<file path="src/rtl/piso_serializer.sv">
// piso_serializer: LSB-first parallel-to-serial converter with a post-frame idle gap and flush abort
module piso_serializer #(
  parameter int WIDTH = 4,
  parameter int GAP   = 1
) (
  input  logic             clk,
  input  logic             reset,
  input  logic [WIDTH-1:0] data_in,
  input  logic             in_valid,
  output logic             in_ready,
  input  logic             flush,
  output logic             ser_out,
  output logic             ser_valid,
  output logic             frame_done
);
  localparam int CW = $clog2(WIDTH);
  typedef enum logic [1:0] {S_IDLE, S_SHIFT, S_GAP} state_t;
  state_t state_q, state_d;
  logic [CW-1:0] cnt_q, cnt_d;
  logic [3:0] gap_q, gap_d;
  logic [WIDTH-1:0] word_q, word_d;
  logic ser_out_q, ser_out_d, ser_valid_q, ser_valid_d, frame_done_q, frame_done_d, in_ready_q, in_ready_d;
  logic last_bit;
  assign last_bit = cnt_q == CW'(WIDTH - 1);
  always_comb begin
    state_d = state_q;
    cnt_d = cnt_q;
    gap_d = gap_q;
    word_d = word_q;
    ser_out_d = 1'b0;
    ser_valid_d = 1'b0;
    frame_done_d = 1'b0;
    if (flush)
      state_d = S_IDLE;
    else begin
      case (state_q)
        S_IDLE: if (in_valid) begin
          state_d = S_SHIFT;
          word_d = data_in;
          cnt_d = '0;
          ser_out_d = data_in[0];
          ser_valid_d = 1'b1;
        end
        S_SHIFT: if (last_bit) begin
          state_d = GAP == 0 ? S_IDLE : S_GAP;
          gap_d = '0;
        end else begin
          // word_q is shifted so the next bit to send is always at index 1
          word_d = word_q >> 1;
          cnt_d = cnt_q + 1'b1;
          ser_out_d = word_q[1];
          ser_valid_d = 1'b1;
          frame_done_d = cnt_q == CW'(WIDTH - 2);
        end
        S_GAP: begin
          state_d = gap_q == 4'(GAP - 1) ? S_IDLE : S_GAP;
          gap_d = gap_q + 1'b1;
        end
        default: state_d = S_IDLE;
      endcase
    end
    in_ready_d = state_d == S_IDLE;
  end
  always_ff @(posedge clk or posedge reset) begin
    if (reset) begin
      state_q <= S_IDLE;
      cnt_q <= '0;
      gap_q <= '0;
      word_q <= '0;
      ser_out_q <= 1'b0;
      ser_valid_q <= 1'b0;
      frame_done_q <= 1'b0;
      in_ready_q <= 1'b1;
    end else begin
      state_q <= state_d;
      cnt_q <= cnt_d;
      gap_q <= gap_d;
      word_q <= word_d;
      ser_out_q <= ser_out_d;
      ser_valid_q <= ser_valid_d;
      frame_done_q <= frame_done_d;
      in_ready_q <= in_ready_d;
    end
  end
  assign in_ready = in_ready_q;
  assign ser_out = ser_out_q;
  assign ser_valid = ser_valid_q;
  assign frame_done = frame_done_q;
endmodule
</file>
<file path="config.mk">
export PLATFORM = sky130hd
export DESIGN_NAME = piso_serializer
export DESIGN_NICKNAME = d
export VERILOG_FILES = /design/src/rtl/piso_serializer.sv
export SDC_FILE = /design/constraint.sdc
export NUM_CORES = 1
export LEC_CHECK = 0
export CAP_MARGIN = 10
export CORE_ASPECT_RATIO = 0.8
export CORE_MARGIN = 2
export CORE_UTILIZATION = 35
export DETAILED_ROUTE_END_ITERATION = 8
export PLACE_DENSITY = 0.59
export SETUP_SLACK_MARGIN = 0.05
export SLEW_MARGIN = 20
export SYNTH_ARGS = -nofsm -noshare
export SYNTH_HDL_FRONTEND = slang
export SYNTH_SLANG_ARGS = --single-unit
</file>
<file path="constraint.sdc">
create_clock -name clk -period 2 [get_ports clk]
set_clock_uncertainty 0.2 [all_clocks]
set_input_delay 0.3 -clock clk [delete_from_list [all_inputs] [get_ports clk]]
set_output_delay 0.3 -clock clk [all_outputs]
set_load 0.01 [all_outputs]
</file>
==> Word level (Yosys, flattened, before mapping) <==
Index checks and enable logic that the tools add are counted.
{ "word_totals": {"inputBits": 8, "elab_cells": 49, "out_inout_bits": 4, "register_bits": 16} }
{ "classes": {"n_addsub": 2, "n_mux": 24, "reduce_logical": 7, "n_eq_ne": 7, "bitwise": 1} }
{ "ops": {"columns": ["operator", "n"], "rows": [
  ["$pmux W4 S2", 2],
  ["$mux W2", 6],
  ["$mux W4", 3],
  ["$mux W1", 9],
  ["$eq A2 B2 Y1 const B", 3],
  ["$ne A2 B2 Y1 const B", 3],
  ["$pmux W2 S3", 1],
  ["$add A4 B1 Y4 const B", 1],
  ["$logic_not A2 Y1", 2],
  ["$logic_not A4 Y1", 1],
  ["$pmux W1 S2", 2],
  ["$pmux W2 S2", 1],
  ["$reduce_and A4 Y1", 1],
  ["$reduce_bool A2 Y1", 2],
  ["$reduce_and A3 Y1", 1],
  ["$add A2 B1 Y2 const B", 1],
  ["$eq A2 B1 Y1 const B", 1],
  ["$not A1 Y1", 1]
]} }

==> Logic depth before layout (Yosys ltp) <==
{ "depth": {"word_depth": 5, "ltp_mapped": 4, "mapped_depth_nobuf": 4} }

==> Worst setup path before layout <==
OpenSTA, ideal clock, no wires.
{ "synth_path": {"kind": "flip-flop to flip-flop", "startpoint": "register cnt_q[0]", "endpoint": "register word_q[1]", "path_stages_with_launch": 5, "required_ns": 1.675, "arrival_time_ns": 1.321, "path_slack_ns": 0.355, "setup_ns": 0.125, "period_less_slack_ns": 1.645, "n_path_buf": 0, "cell_sequence": "dfrtp_1 > ha_1 > and2b_1 > o21a_2 > mux2_2"} }
{ "synth_via": {"elab_chain_len": 3} }
{ "synth_lines": {"columns": ["element", "line", "text"], "rows": [
  ["from (decl)", "19", "logic [CW-1:0] cnt_q, cnt_d;"],
  ["from (signal assigned)", "76", "cnt_q <= cnt_d;"],
  ["$eq A2 B2 Y1", "24", "assign last_bit = cnt_q == CW'(WIDTH - 1);"],
  ["$ne A2 B2 Y1 (no line)", null, null],
  ["$reduce_and A4 Y1 (no line)", null, null],
  ["to (signal assigned)", "78", "word_q <= word_d;"],
  ["to (decl)", "21", "logic [WIDTH-1:0] word_q, word_d;"]
]} }
Every way passes these cells.
A chain may end at the register's enable or synchronous reset.

==> Final worst setup path <==
{ "layout_path": {"startpoint": "register in_ready_q, in the netlist in_ready", "endpoint": "output in_ready"} }
{ "layout_rtl": {"columns": ["element", "line", "text"], "rows": [
  ["from (decl)", "22", "logic ser_out_q, ser_out_d, ser_valid_q, ser_valid_d, frame_done_q, frame_done_d, in_ready_q, in_ready_d;"],
  ["from (signal assigned)", "82", "in_ready_q <= in_ready_d;"],
  ["to (decl)", "10", "output logic in_ready,"]
]} }
No word-level cell between the ends.

==> flow_summary_export.csv <==
group,metric,value,unit
floorplanning,ioPinCount,12,
grt,grt_pass1_wl,2440,µm
floorplanning,rows,14,
logic_synthesis,yosysTopAreaCell,"dfrtp_1",
timing,setup_tns,0,ns
timing,rsz0062_at_grt,"false",
detailed_routing,vias_per_cell,4.98,
worst_setup_path,path_buf_inv,1,
grt,grt.overflow.total,0,
timing,worst_pin_slew,0.580,ns
worst_setup_path,critPathKind,"reg2out",
power,peakVddDrop,0.402,mV
power,p_leak,0.413,nW
logic_synthesis,synth-main-ff-cell,"dfrtp_1",
detailed_routing,wl_per_cell,12.5,µm
worst_hold_path,hp-class,"in2async",
finish,drive_gt1_share,12.5,%
grt,antenna_found_initial,0,
worst_setup_path,crit_chain,"clkdlybuf4s50_1",
detailed_routing,vias,558,
clock_network,clk_pin_slew_worst_paths,0.08,ns
logic_synthesis,syn_inst,71,
grt,grt_usage,13.0,%
power,p_per_area,833,nW/µm²
logic_synthesis,synth-seq-cells,15,
logic_synthesis,syn_nets,83,
logic_synthesis,seq_area_frac_synth,50.6,%
timing,fin_ws,0.185,ns
worst_setup_path,start_kind,"register",
worst_setup_path,required,1.50,ns
logic_synthesis,synth-warning-count,0,
worst_setup_path,critical_path.slowest_cell,"dfstp_2",
logic_synthesis,synthDistinctLibCells,27,
grt,grt_max_degree,16,
placement,io_buffer_count,11,
floorplanning,die_x,55.6,µm
clock_network,cts_sinks,15,
logic_synthesis,synthesis.area,744,µm²
logic_synthesis,avgSynthCellArea,10.5,µm²
logic_synthesis,synth_top_area_share,47.1,%
logic_synthesis,synth_commonest_cells,"dfrtp_1, o21ai_0, inv_1",
clock_network,cts_tree,"done",
clock_network,cts_buffers,3,
worst_setup_path,arrival,1.32,ns
placement,gp_congestion,0.711,
detailed_routing,wl,1400,µm
floorplanning,start_util,38.3,%
worst_setup_path,critPathCaptureType,"output port",
timing,fmax,551,MHz
clock_network,htree_levels,1,
timing,setup_violations,0,
clock_network,postCtsHoldBufs,0,
detailed_routing,drc,0,
detailed_routing,drt_iter0_markers,15,
clock_network,post_cts_resized,0,
worst_setup_path,critPathMaxFanout,1,
worst_setup_path,cp_slowest_stage_delay,0.52,ns
logic_synthesis,async_reset_ff_share,100,%
timing,relSlewSlack,61.3,%
timing,hold_violations,0,
clock_network,cts-root-buf,"clkbuf_4",
timing,hold_slack,0.173,ns
finish,nets,101,
floorplanning,dieArea,2510,µm²
logic_synthesis,synth_area_leaders,"dfrtp_1, ha_1, o21ai_0, mux2_1, dfstp_2",
detailed_routing,ant_nets,0,
timing,min_period,1.82,ns
logic_synthesis,synth_most_common_cell,"dfrtp_1",
clock_network,clk_latency,0.28,ns
worst_setup_path,worst_path_dominant_cell_family,"flip-flops",
clock_network,clockBufferDepth,2,
run_status,status,"completed",
clock_network,cts_setup_buffers,0,
placement,pre_cts_slack,0.153,ns
finish,area_growth,24.9,%
logic_synthesis,synth-edff-count,0,
detailed_routing,firstDrtPassIters,4,
timing,drv_slew,0,
placement,hpwlAfterDp,1030,µm
floorplanning,die_y,45.3,µm
floorplanning,coreArea,1940,µm²
finish,diodes,0,
flow_run,drv_cap,0,
grt,grt_pass1_vias,537,
timing,period_share,90.8,%
logic make-up (layout without fill, tap and decap cells):
logic type / Yosys count / in the layout / share of synthesized area (%)
buffers and inverters: 7 / 24 / 3.53
and+or+nand+nor: 20 / 20 / 15.3
adders and majority gates: 4 / 4 / 6.72
DFF: 15 / 15 / 50.6
muxes: 5 / 5 / 7.56
AOI/OAI and AO/OA: 20 / 20 / 16.3
flip-flops by register name, summed over array words and instances, names as in the netlist:
name / flops
state_q: 2
in_ready: 1
frame_done: 1
ser_valid: 1
cnt_q: 2
ser_out: 1
gap_q: 4
word_q: 3
placed cells by master, fill, tap and decap left out, drive strengths merged, types with 3 or more instances in the layout:
master          n
dfrtp          14
clkdlybuf4s50  11
o21ai           7
inv             6
nor2            5
a21oi           5
mux2            5
ha              4
clkbuf          4
buf             3
area by class of cell:
| class | count | area [µm²] |
|---|---|---|
| well taps | 24 | 30.0 |
| inverters | 6 | 22.5 |
| fillers | 179 | 1010 |
| repair buffers | 14 | 133 |
| flip-flops and latches | 15 | 377 |
| clock buffers | 4 | 26.3 |
| multi-input cells | 49 | 342 |
report_power, final:
group	internal, W	switching [W]
logic	0.000100	0.0000851
clock network	0.0000773	0.0000889
registers	0.000369	0.0000539
worst paths after layout:
kind | from | slack [ns] | depth (start not counted) | end
min in group clk | word_q[3]$_DFFE_PP0P_ | 0.31 | 2 | word_q[3]$_DFFE_PP0P_
max in group asynchronous | reset | 1.05 | 2 | state_q[0]$_DFF_PP0_
max reg2reg | cnt_q[0]$_DFFE_PP0P_ | 0.24 | 4 | word_q[2]$_DFFE_PP0P_
max | in_ready$_DFF_PP1_ | 0.18 | 1 | in_ready
min reg2reg | word_q[3]$_DFFE_PP0P_ | 0.31 | 2 | word_q[3]$_DFFE_PP0P_
min | reset | 0.17 | 2 | state_q[1]$_DFF_PP0_
layer usage:
metal | GRT usage (%) | routed length [µm]
met1 | 17.6 | 735
met2 | 19.3 | 585
met3 | 5.16 | 66
met4 | 4.39 | 11
met5 | 0 | 0
stage by stage:
step	cells	cell area [µm²]	power, W	utilization (%)
floorplan	71	744	0.000544	-
global placement	108	903	0.000609	46.5
detailed placement	108	903	0.000617	46.5
CTS	112	930	0.000787	47.8
global route	112	930	0.000844	47.8
finish	112	930	0.000775	47.8
No activity file was read; power rests on OpenSTA's default activity.
